**src/rtl/product_accumulator_pkg.sv**
```systemverilog
// Shared definitions for the product accumulator: FSM encoding and default widths
// that match the multiplier stage feeding this block.
package product_accumulator_pkg;

    localparam int ACC_W_DEF     = 10;
    localparam int MAX_TERMS_DEF = 16;
    localparam int CNT_W_DEF     = 5;
    localparam int PROD_W        = 8;

    typedef enum logic [1:0] {
        ST_IDLE  = 2'd0,
        ST_ACCUM = 2'd1,
        ST_HOLD  = 2'd2
    } state_t;

endpackage

```
**src/rtl/product_accumulator.sv**
```systemverilog
// Accumulates a run of 8-bit unsigned products into a wrapping sum with a term
// count and sticky overflow, and presents the result on a valid/ready port.
module product_accumulator
    import product_accumulator_pkg::*;
#(
    parameter int ACC_W     = ACC_W_DEF,
    parameter int MAX_TERMS = MAX_TERMS_DEF,
    parameter int CNT_W     = CNT_W_DEF
) (
    input  logic               clk,
    input  logic               rst,
    input  logic               clear,
    input  logic               in_valid,
    output logic               in_ready,
    input  logic [PROD_W-1:0]  in_product,
    input  logic               in_last,
    output logic               out_valid,
    input  logic               out_ready,
    output logic [ACC_W-1:0]   out_sum,
    output logic [CNT_W-1:0]   out_count,
    output logic               out_overflow
);

    if (ACC_W < PROD_W) begin : g_acc_w_check
        $error("ACC_W must be at least the product width");
    end
    if ((2 ** CNT_W) <= MAX_TERMS) begin : g_cnt_w_check
        $error("CNT_W too narrow for MAX_TERMS");
    end

    // Handshake: a transfer happens on a rising edge where valid && ready.
    // in_ready depends only on state; out_valid is the registered HOLD state.

    state_t            state;
    state_t            state_next;
    logic [ACC_W-1:0]  acc;
    logic [CNT_W-1:0]  count;
    logic              ovf;

    logic              accept;
    logic              close_run;
    logic              zero_run;
    logic [ACC_W:0]    sum_ext;
    logic [CNT_W-1:0]  count_inc;

    // A clear in IDLE/ACCUM drops any product offered in the same cycle.
    assign accept    = in_valid && in_ready && !clear;
    assign sum_ext   = {1'b0, acc} + {{(ACC_W + 1 - PROD_W){1'b0}}, in_product};
    assign count_inc = count + CNT_W'(1);
    assign close_run = in_last || (count_inc == CNT_W'(MAX_TERMS));
    assign zero_run  = (state == ST_HOLD) ? out_ready : clear;

    always_ff @(posedge clk) begin
        if (rst) begin
            state <= ST_IDLE;
        end else begin
            state <= state_next;
        end
    end

    always_comb begin
        state_next = state;
        case (state)
            ST_IDLE, ST_ACCUM: begin
                if (clear) begin
                    state_next = ST_IDLE;
                end else if (accept) begin
                    state_next = close_run ? ST_HOLD : ST_ACCUM;
                end
            end
            ST_HOLD: begin
                if (out_ready) begin
                    state_next = ST_IDLE;
                end
            end
            default: state_next = ST_IDLE;
        endcase
    end

    always_ff @(posedge clk) begin
        if (rst || zero_run) begin
            acc   <= '0;
            count <= '0;
            ovf   <= 1'b0;
        end else if (accept) begin
            acc   <= sum_ext[ACC_W-1:0];
            count <= count_inc;
            ovf   <= ovf | sum_ext[ACC_W];
        end
    end

    always_comb begin
        in_ready     = (state != ST_HOLD);
        out_valid    = (state == ST_HOLD);
        out_sum      = '0;
        out_count    = '0;
        out_overflow = 1'b0;
        if (state == ST_HOLD) begin
            out_sum      = acc;
            out_count    = count;
            out_overflow = ovf;
        end
    end

endmodule

```
**config.mk**
```make
export PLATFORM = sky130hd
export DESIGN_NAME = product_accumulator
export DESIGN_NICKNAME = d
export VERILOG_FILES = /design/src/rtl/product_accumulator_pkg.sv /design/src/rtl/product_accumulator.sv
export SDC_FILE = /design/constraint.sdc
export NUM_CORES = 1
export LEC_CHECK = 0
export ABC_AREA = 1
export CORE_MARGIN = 2
export CORE_UTILIZATION = 62
export CTS_CLUSTER_DIAMETER = 40
export CTS_CLUSTER_SIZE = 25
export DETAILED_ROUTE_END_ITERATION = 10
export DONT_BUFFER_PORTS = 1
export MAX_ROUTING_LAYER = met4
export PLACE_DENSITY = 0.76
export RECOVER_POWER = 100
export SETUP_SLACK_MARGIN = 0.1
export SLEW_MARGIN = 20
export SYNTH_ARGS = -nofsm -noshare
export SYNTH_HDL_FRONTEND = slang
export SYNTH_SLANG_ARGS = --single-unit
```
**constraint.sdc**
```tcl
create_clock -name clk -period 1.74 [get_ports clk]
set_input_delay 0.087 -clock clk [delete_from_list [all_inputs] [get_ports clk]]
set_output_delay 0.087 -clock clk [all_outputs]
set_load 0.02 [all_outputs]
```
==> results of run 1 <==
==> area by class of cell <==
class / instances / area [um^2] / area share
Multi-Input combinational cell: 150 / 855.8 / 0.5653
Sequential cell: 18 / 360.3 / 0.2380
Inverter: 45 / 178.9 / 0.1182
Timing Repair Buffer: 5 / 47.55 / 0.03141
Clock buffer: 4 / 36.28 / 0.02397
Tap cell: 28 / 35.03 / 0.02314
==> repair_timing <==
| action | in CTS | in global routing |
|---|---|---|
| pin swaps | 0 | 0 |
| endpoints found under the hold margin | 2 | 0 |
| setup endpoints to repair | 2 | 3 |
| gates resized for setup | 4 | 3 |
| hold buffers | 4 | 0 |
| cloned | 0 | 0 |
==> cell families after synthesis <==
| group | Yosys count | share of synthesized area |
|---|---|---|
| and+or+nand+nor | 106 | 0.3322 |
| buffers and inverters | 48 | 0.1453 |
| AOI/OAI and AO/OA | 31 | 0.1550 |
| DFF | 18 | 0.2551 |
| adders and majority gates | 10 | 0.09389 |
| xor gates and xnor gates | 3 | 0.01860 |
==> worst max path at each step <==
stage / slack [ns] / from / depth (start not counted) / endpoint
2_1_floorplan: 0.19 / acc[0] / 11 / acc[6]
4_1_cts: 0.15 / acc[0] / 11 / acc[6]
6_report: 0.15 / acc[0] / 11 / acc[6]
5_1_grt: 0.04 / state[1] / 9 / count[3]
3_3_place_gp: 0.12 / acc[0] / 11 / acc[6]
3_5_place_dp: 0.05 / acc[0] / 11 / acc[8]
==> power by group through the flow <==
stage	Clock (mW)	Sequential (mW)	Combinational (mW)
after floorplan	0	0.441	0.150
after global placement	0	0.442	0.170
after detailed placement	0	0.443	0.175
after CTS	0.276	0.433	0.185
after global routing	0.287	0.435	0.209
final	0.271	0.434	0.185
==> stage by stage <==
step,power (mW),cells,hold slack (ns),cell area (um^2)
2_1_floorplan,0.5914,216,0.1561,1413
3_3_place_gp,0.6118,242,0.1575,1429
3_5_place_dp,0.6175,242,0.1620,1429
4_1_cts,0.8944,250,0.005466,1516
5_1_grt,0.9318,250,0.01288,1514
6_report,0.8892,250,0.007805,1514
==> synth_stat cells <==
cell type | number | share of area
o21bai_1 | 2 | 0.011
ha_1 | 9 | 0.080
clkbuf_1 | 1 | 0.0027
nor2_4 | 1 | 0.0080
o21ai_1 | 2 | 0.0071
a21oi_2 | 7 | 0.043
inv_2 | 2 | 0.0053
buf_6 | 2 | 0.016
nor3_1 | 1 | 0.0035
a211oi_2 | 1 | 0.0089
or2_1 | 1 | 0.0044
a21oi_1 | 12 | 0.043
clkinv_4 | 1 | 0.0062
o21ai_2 | 6 | 0.037
nor2_1 | 28 | 0.074
nand2_2 | 2 | 0.0089
nand4_1 | 1 | 0.0044
nand2_1 | 45 | 0.12
xor2_1 | 3 | 0.019
nand3_1 | 24 | 0.085
inv_1 | 41 | 0.11
a21boi_0 | 1 | 0.0053
inv_6 | 1 | 0.0062
nand2_4 | 3 | 0.024
dfxtp_1 | 18 | 0.26
fa_1 | 1 | 0.014
==> per-layer routing <==
layer / global-route usage / wire length, um / vias up
met5: - / 0 / -
met4: 0.09211 / 42 / 0
met3: 0.03448 / 133 / 4
met2: 0.4979 / 1586 / 39
met1: 0.3023 / 1383 / 619
li1: - / - / 688
==> registers in the layout (all words and copies together), names as in the netlist <==
name	cells
ovf	1
acc	10
state	2
count	5
==> flow_metrics.env, run 1 <==
export IMPL_status="completed"
export IMPL_final_setup_tns_ns=0
export IMPL_grt_overflow_total=0
export IMPL_r2r_slack_ns=0.15
export IMPL_insertion_delay_ns=0.30
export IMPL_vias_per_cell=5.400
export IMPL_nNetsFinal=247
export IMPL_finalSetupViolCount=0
export IMPL_rsz0062_at_grt="true"
export IMPL_worst_slew_pin_slew_ns=0.3908
export IMPL_core_mm2=0.002191
export IMPL_cp_max_fo=3
export IMPL_n_fill_cell=213
export IMPL_slowest_stage="dfxtp_1"
export IMPL_clock_power_share=0.304
export IMPL_htreeDepth=1
export IMPL_area_growth_synth_to_final_pct=7.174
export IMPL_start_util=0.6448
export IMPL_antenna_found_initial=0
export IMPL_yosys_warnings=0
export IMPL_vias=1350
export IMPL_dieArea_mm2=0.002676
export IMPL_fp_row_count=17
export IMPL_dp_hpwl_um=2318
export IMPL_diodes=0
export IMPL_internal_power_mw=0.6153
export IMPL_cts_root_buf="clkbuf_4"
export IMPL_cp_end_kind="flip-flop"
export IMPL_cp_cell_sequence="ha_4 -> inv_1 -> fa_2 -> inv_1 -> nand3_1 -> nand3_2 -> nand2_1 -> nand3_1 -> nand3_1 -> nand2_1 -> inv_1"
export IMPL_fin_util=0.6910
export IMPL_r2r_end="acc[6]"
export IMPL_cts_tree="yes"
export IMPL_crit_type="flip-flop to flip-flop"
export IMPL_cpLargestDelayFamily="adder cells"
export IMPL_drt_iter0_drc=19
export IMPL_synthesis_instances=216
export IMPL_clock_path_buffers=2
export IMPL_clk_pin_slew_ns=0.11
export IMPL_cpPeakStageDelay_ns=0.38
export IMPL_synth_seq_cells=18
export IMPL_postRouteAntennaNets=0
export IMPL_numPortBuffers=0
export IMPL_cp_arrival_ns=1.80
export IMPL_numCtsBuffers=3
export IMPL_startpoint_type="flip-flop"
export IMPL_period_needed_ns=1.586
export IMPL_cts_sinks=18
export IMPL_grt_pass1_vias=1285
export IMPL_grt_max_degree=17
export IMPL_cp_buffers_inverters=3
export IMPL_drt_total_wl_um=3145
export IMPL_hold_depth=2
export IMPL_drv_slew=0
export IMPL_pre_cts_slack_ns=0.04922
export IMPL_dr_pass1_iters=4
export IMPL_period_share=0.9113
export IMPL_fp_dieH_um=51.73
export IMPL_hold_violations=0
export IMPL_post_cts_setup_buffers=0
export IMPL_syn_nets=240
export IMPL_ir_worst_vdd_v=0.0004687
export IMPL_crit_required_ns=1.95
export IMPL_ff2ff_path_depth=11
export IMPL_slew_headroom=0.7385
export IMPL_final_cell_mix="47 x nand2_1, 43 x inv_1, 28 x nor2_1"
export IMPL_switching_share=0.3080
export IMPL_place_congestion=0.8554
export IMPL_synth_area_mm2=0.001413
export IMPL_die_w_um=51.73
export IMPL_maxCapViolCount=0
export IMPL_yosysUniqueCellTypes=26
export IMPL_p_switching_mw=0.2739
export IMPL_ios=32
export IMPL_hold_end="state[1]"
export IMPL_combinationalPowerShare=0.208
export IMPL_remaining_drc_errors=0
export IMPL_avgSynthCellArea_um2=6.540
export IMPL_layout_drive_gt1_share=0.1261
export IMPL_wl_per_cell_um=12.58
export IMPL_final_common_cell="nand2_1"
export IMPL_p_seq_frac=0.488
export IMPL_grt_use_total=0.2714
export IMPL_ys_seq_area_frac=0.2551
export IMPL_worst_slack_ns=0.1543
export IMPL_power_leakage_nw=0.7241
export IMPL_fin_skew_ns=0.003146
export IMPL_hold_path_class="primary input to flip-flop"
export IMPL_max_freq_mhz=630.6
export IMPL_reg2reg_from="acc[0]"
export IMPL_grt_pass1_wl_um=5326
export IMPL_power_density_mw_per_mm2=587.4
export IMPL_min_from="out_ready"
No activity file was read; power rests on OpenSTA's default activity.
==> run 2, diff against run 1 <==
--- a/config.mk
+++ b/config.mk
@@ -7,13 +7,13 @@
 export LEC_CHECK = 0
 export ABC_AREA = 1
 export CORE_MARGIN = 2
-export CORE_UTILIZATION = 62
+export CORE_UTILIZATION = 55
 export CTS_CLUSTER_DIAMETER = 40
 export CTS_CLUSTER_SIZE = 25
 export DETAILED_ROUTE_END_ITERATION = 10
 export DONT_BUFFER_PORTS = 1
 export MAX_ROUTING_LAYER = met4
-export PLACE_DENSITY = 0.76
+export PLACE_DENSITY = 0.68
 export RECOVER_POWER = 100
 export SETUP_SLACK_MARGIN = 0.1
 export SLEW_MARGIN = 20
==> run 2 against run 1 <==
Design area rose by 2.4%. Critical path depth did not move. Non-clock buffer count rose by 1. Routed wire length fell by 3.4%. Power rose by 0.48%. Largest power group unchanged.
==> flow_metrics.env, run 2 (synthesis gave the netlist of run 1 again) <==
export IMPL_status="completed"
export IMPL_cp_arrival_ns=1.83
export IMPL_ir_worst_vdd_v=0.0004675
export IMPL_drv_slew=0
export IMPL_diodes=0
export IMPL_hold_violations=0
export IMPL_layout_drive_gt1_share=0.1839
export IMPL_worst_slew_pin_slew_ns=0.3924
export IMPL_insertion_delay_ns=0.30
export IMPL_period_needed_ns=1.622
export IMPL_vias_per_cell=5.150
export IMPL_cp_max_fo=3
export IMPL_r2r_slack_ns=0.12
export IMPL_power_leakage_nw=0.7383
export IMPL_r2r_end="acc[8]"
export IMPL_maxCapViolCount=0
export IMPL_grt_pass1_wl_um=4740
export IMPL_crit_required_ns=1.95
export IMPL_rsz0062_at_grt="true"
export IMPL_wl_per_cell_um=12.01
export IMPL_clock_path_buffers=2
export IMPL_final_cell_mix="42 x nand2_1, 40 x inv_1, 28 x nor2_1"
export IMPL_core_mm2=0.002455
export IMPL_clk_pin_slew_ns=0.12
export IMPL_fp_row_count=18
export IMPL_final_setup_tns_ns=0
export IMPL_crit_type="flip-flop to flip-flop"
export IMPL_max_freq_mhz=616.6
export IMPL_grt_overflow_total=0
export IMPL_cp_end_kind="flip-flop"
export IMPL_cts_tree="yes"
export IMPL_dr_pass1_iters=4
export IMPL_htreeDepth=1
export IMPL_fin_skew_ns=0.008022
export IMPL_nNetsFinal=248
export IMPL_slew_headroom=0.7374
export IMPL_worst_slack_ns=0.1182
export IMPL_fp_dieH_um=54.68
export IMPL_hold_path_class="primary input to flip-flop"
export IMPL_numCtsBuffers=3
export IMPL_hold_end="state[1]"
export IMPL_start_util=0.5754
export IMPL_drt_total_wl_um=3038
export IMPL_grt_max_degree=17
export IMPL_pre_cts_slack_ns=0.06595
export IMPL_hold_slack_ns=0.01269
export IMPL_dp_hpwl_um=2253
export IMPL_reg2reg_from="acc[0]"
export IMPL_cts_sinks=18
export IMPL_place_congestion=0.8507
export IMPL_regMostFlops="acc"
export IMPL_period_share=0.9320
export IMPL_drt_iter0_drc=23
export IMPL_area_growth_synth_to_final_pct=9.743
export IMPL_final_common_cell="nand2_1"
export IMPL_ff2ff_path_depth=11
export IMPL_die_w_um=54.68
export IMPL_hold_depth=2
export IMPL_startpoint_type="flip-flop"
export IMPL_fin_util=0.6315
export IMPL_finalSetupViolCount=0
export IMPL_power_density_mw_per_mm2=576.4
export IMPL_remaining_drc_errors=0
export IMPL_ios=32
export IMPL_grt_use_total=0.2248
export IMPL_cts_root_buf="clkbuf_4"
export IMPL_numPortBuffers=0
export IMPL_antenna_found_initial=0
export IMPL_vias=1303
export IMPL_dieArea_mm2=0.002990
export IMPL_min_from="out_ready"
export IMPL_largest_reg_flops=10
export IMPL_postRouteAntennaNets=0
export IMPL_reg_top3="acc (10), count (5), state (2)"
export IMPL_grt_pass1_vias=1164
-- run 2: cell types whose count changed in the layout (fill, tap and decap cells not counted), moves of 3 or more --
cell / delta
nand2_1: -5
inv_2: +4
nand2_2: +4
inv_1: -3
nand3_1: -3
nand3_2: +3
-- run 2: through the flow --
| stage | std cells | cell area (um^2) | power [mW] |
|---|---|---|---|
| finish | 253 | 1550 | 0.8935 |
| global placement | 244 | 1431 | 0.6128 |
| floorplan | 216 | 1413 | 0.5914 |
| CTS | 252 | 1515 | 0.9017 |
| detailed placement | 244 | 1431 | 0.6178 |
| global route | 253 | 1550 | 0.9434 |
-- run 2: layout make-up --
class	instances	area [um^2]
Clock buffer	4	36.28
Tap cell	30	37.54
Fill cell	265	904.6
Timing Repair Buffer	6	55.05
Inverter	45	173.9
Multi-Input combinational cell	150	884.6
Sequential cell	18	362.8
-- run 2: how the worst max path moves through the flow --
stage,from,end,slack (ns)
2_1_floorplan,acc[0],acc[6],0.19
3_3_place_gp,acc[0],acc[6],0.11
3_5_place_dp,acc[0],acc[8],0.07
4_1_cts,acc[0],acc[8],0.15
5_1_grt,acc[0],acc[8],0.02
6_report,acc[0],acc[8],0.12
-- run 2: power by group --
part / switching [mW] / internal [mW] / total (mW)
registers: 0.00902 / 0.425 / 0.434
clock network: 0.142 / 0.128 / 0.270
logic: 0.123 / 0.0669 / 0.190
total: 0.274 / 0.619 / 0.894
-- run 2: per-layer routing --
metal	global-route usage	up-vias	share of wire	wire [um]
met5	-	-	0	0
met3	0.02459	4	0.038	115
met2	0.3591	28	0.47	1431
met4	0.06250	0	0.0089	27
li1	-	693	-	-
met1	0.2985	578	0.48	1464
-- run 2: worst max-delay path, cell delays in order, from the launching register on --
cell and delay (ns):
dfxtp_2 0.37, ha_4 0.15, inv_2 0.04, fa_2 0.39, inv_2 0.07, nand3_2 0.07, nand3_2 0.11, nand2_2 0.07
nand2_2 0.09, nand3_2 0.05, nand2_1 0.07, nor2_1 0.04
-- run 2: repair_timing --
action / in CTS / in global routing
setup buffers: 0 / 1
endpoints found under the setup margin: 2 / 4
hold endpoints to repair: 2 / 0
gates resized for setup: 2 / 14
pin swaps: 0 / 4
hold buffers: 4 / 0
==> run 3, diff against run 2 <==
--- a/config.mk
+++ b/config.mk
@@ -7,13 +7,14 @@
 export LEC_CHECK = 0
 export ABC_AREA = 1
 export CORE_MARGIN = 2
-export CORE_UTILIZATION = 55
+export CORE_UTILIZATION = 50
 export CTS_CLUSTER_DIAMETER = 40
 export CTS_CLUSTER_SIZE = 25
 export DETAILED_ROUTE_END_ITERATION = 10
 export DONT_BUFFER_PORTS = 1
+export GPL_ROUTABILITY_DRIVEN = 0
 export MAX_ROUTING_LAYER = met4
-export PLACE_DENSITY = 0.68
+export PLACE_DENSITY = 0.63
 export RECOVER_POWER = 100
 export SETUP_SLACK_MARGIN = 0.1
 export SLEW_MARGIN = 20
==> run 3 against run 2 <==
Worst setup slack got worse by 0.013 ns. Design area grew 0.57%. Via count rose by 0.77%. Clock power down 2%. First-iteration DRC count increased by 100%. Hold slack improved by 0.0051 ns. Routed wire length rose by 5.1%. Combinational power is essentially flat. Clock-buffer cell count unchanged. Highest routed layer unchanged.
==> flow_metrics.env, run 3 (synthesis gave the netlist of run 1 again) <==
export IMPL_cts_tree="yes"
export IMPL_slew_headroom=0.7342
export IMPL_fp_row_count=19
export IMPL_reg2reg_from="acc[0]"
export IMPL_cp_arrival_ns=1.84
export IMPL_rsz0062_at_grt="true"
export IMPL_worst_slew_pin_slew_ns=0.3973
export IMPL_dp_hpwl_um=2356
export IMPL_vias=1313
export IMPL_met3RoutedLength_um=136
export IMPL_dr_pass1_iters=4
export IMPL_fin_skew_ns=0.006986
export IMPL_finalSetupViolCount=0
export IMPL_cts_root_buf="clkbuf_4"
export IMPL_regMostFlops="acc"
export IMPL_cp_startpoint="acc[0]"
export IMPL_core_mm2=0.002710
export IMPL_maxCapViolCount=0
export IMPL_remaining_drc_errors=0
export IMPL_cpMostUsedCell="nand3_2"
export IMPL_ir_worst_vdd_v=0.0004861
export IMPL_min_from="out_ready"
export IMPL_crit_required_ns=1.95
export IMPL_grt_max_degree=17
export IMPL_period_needed_ns=1.634
export IMPL_grt_overflow_total=0
export IMPL_wl_per_cell_um=12.52
export IMPL_route_met2_wl_um=1591
export IMPL_diodes=0
export IMPL_slowest_stage="fa_2"
export IMPL_startpoint_type="flip-flop"
export IMPL_postRouteAntennaNets=0
export IMPL_clock_path_buffers=2
export IMPL_hold_path_class="primary input to flip-flop"
export IMPL_nNetsFinal=249
export IMPL_grt_use_total=0.2132
export IMPL_status="completed"
export IMPL_grt_pass1_wl_um=5319
export IMPL_start_util=0.5212
export IMPL_final_setup_tns_ns=0
export IMPL_power_leakage_nw=0.7560
export IMPL_cts_sinks=18
export IMPL_insertion_delay_ns=0.30
export IMPL_drt_iter0_drc=46
export IMPL_vias_per_cell=5.149
export IMPL_crit_type="flip-flop to flip-flop"
export IMPL_htreeDepth=1
export IMPL_final_cell_mix="41 x inv_1, 41 x nand2_1, 28 x nor2_1"
export IMPL_fp_dieH_um=57.15
export IMPL_clk_pin_slew_ns=0.11
export IMPL_die_w_um=57.15
export IMPL_cpLargestDelayFamily="adder cells"
export IMPL_numCtsBuffers=3
export IMPL_cp_cell_sequence="ha_4 -> inv_2 -> fa_2 -> inv_2 -> nand3_2 -> nand3_2 -> nand2_2 -> nand2_2 -> nand3_2 -> nand2_1 -> nor2_1"
export IMPL_layout_drive_gt1_share=0.1786
export IMPL_cp_end_kind="flip-flop"
export IMPL_hold_violations=0
export IMPL_area_growth_synth_to_final_pct=10.36
export IMPL_topRoutingLayerUsed="met4"
export IMPL_cp_max_fo=3
export IMPL_cpPeakStageDelay_ns=0.39
export IMPL_numPortBuffers=0
export IMPL_power_density_mw_per_mm2=569.6
export IMPL_max_freq_mhz=611.9
export IMPL_m1WireLength_um=1410
export IMPL_reg_top3="acc (10), count (5), state (2)"
export IMPL_dieArea_mm2=0.003266
export IMPL_power_total_mw=0.8881
export IMPL_antenna_found_initial=0
export IMPL_ios=32
export IMPL_cp_buffers_inverters=2
export IMPL_drv_slew=0
export IMPL_grt_pass1_vias=1271
export IMPL_period_share=0.9392
export IMPL_drt_total_wl_um=3193
export IMPL_largest_reg_flops=10
## run 3: final timing paths
kind         slack (ns)        to  cells after the start
max                0.11    acc[8]                     11
max reg2reg        0.11    acc[8]                     11
min reg2reg        0.49       ovf                      2
min                0.02  state[1]                      2
## run 3: routing by layer
layer | vias up | GRT usage
met3 | 6 | 0.02041
li1 | 689 | -
met2 | 31 | 0.3711
met5 | - | -
met1 | 587 | 0.2556
met4 | 0 | 0.07641
## run 3: power by group
part	switching (mW)	leakage (nW)	internal (mW)	total (mW)
combinational	0.125	0.588	0.0657	0.190
sequential	0.00924	0.147	0.424	0.434
clock	0.137	0.0210	0.128	0.264
## run 3: worst register-to-register path: cells and delay by family, from the launching register on
family	cells	cell delay [ns]
simple gates	7	0.51
buf+inv	2	0.12
flops	1	0.37
fa+ha+maj	2	0.54
## run 3: per-stage QoR
| step | util | hold slack, ns | worst slack (ns) | area [um^2] | std cells |
|---|---|---|---|---|---|
| floorplan | - | 0.1561 | 0.1892 | 1413 | 216 |
| global placement | 0.5286 | 0.1568 | 0.1072 | 1433 | 245 |
| detailed placement | 0.5286 | 0.1584 | 0.01438 | 1433 | 245 |
| CTS | 0.5609 | 0.007064 | 0.1366 | 1520 | 253 |
| global route | 0.5753 | 0.02933 | 0.02681 | 1559 | 255 |
| finish | 0.5753 | 0.01782 | 0.1057 | 1559 | 255 |
## run 3: what timing repair did
action                                  in CTS  in global routing
buffers inserted                             0                  2
endpoints found under the hold margin        2                  0
pin swaps                                    0                  7
hold buffers                                 4                  0
gates resized for setup                      4                 14
endpoints found under the setup margin       3                  4
## run 3: final cells by class
class / instances / area, um^2
fillers: 296 / 1151
multi-input cells: 150 / 890.9
flip-flops and latches: 18 / 361.6
inverters: 45 / 171.4
repair buffers: 7 / 60.06
well taps: 31 / 38.79
clock buffers: 4 / 36.28
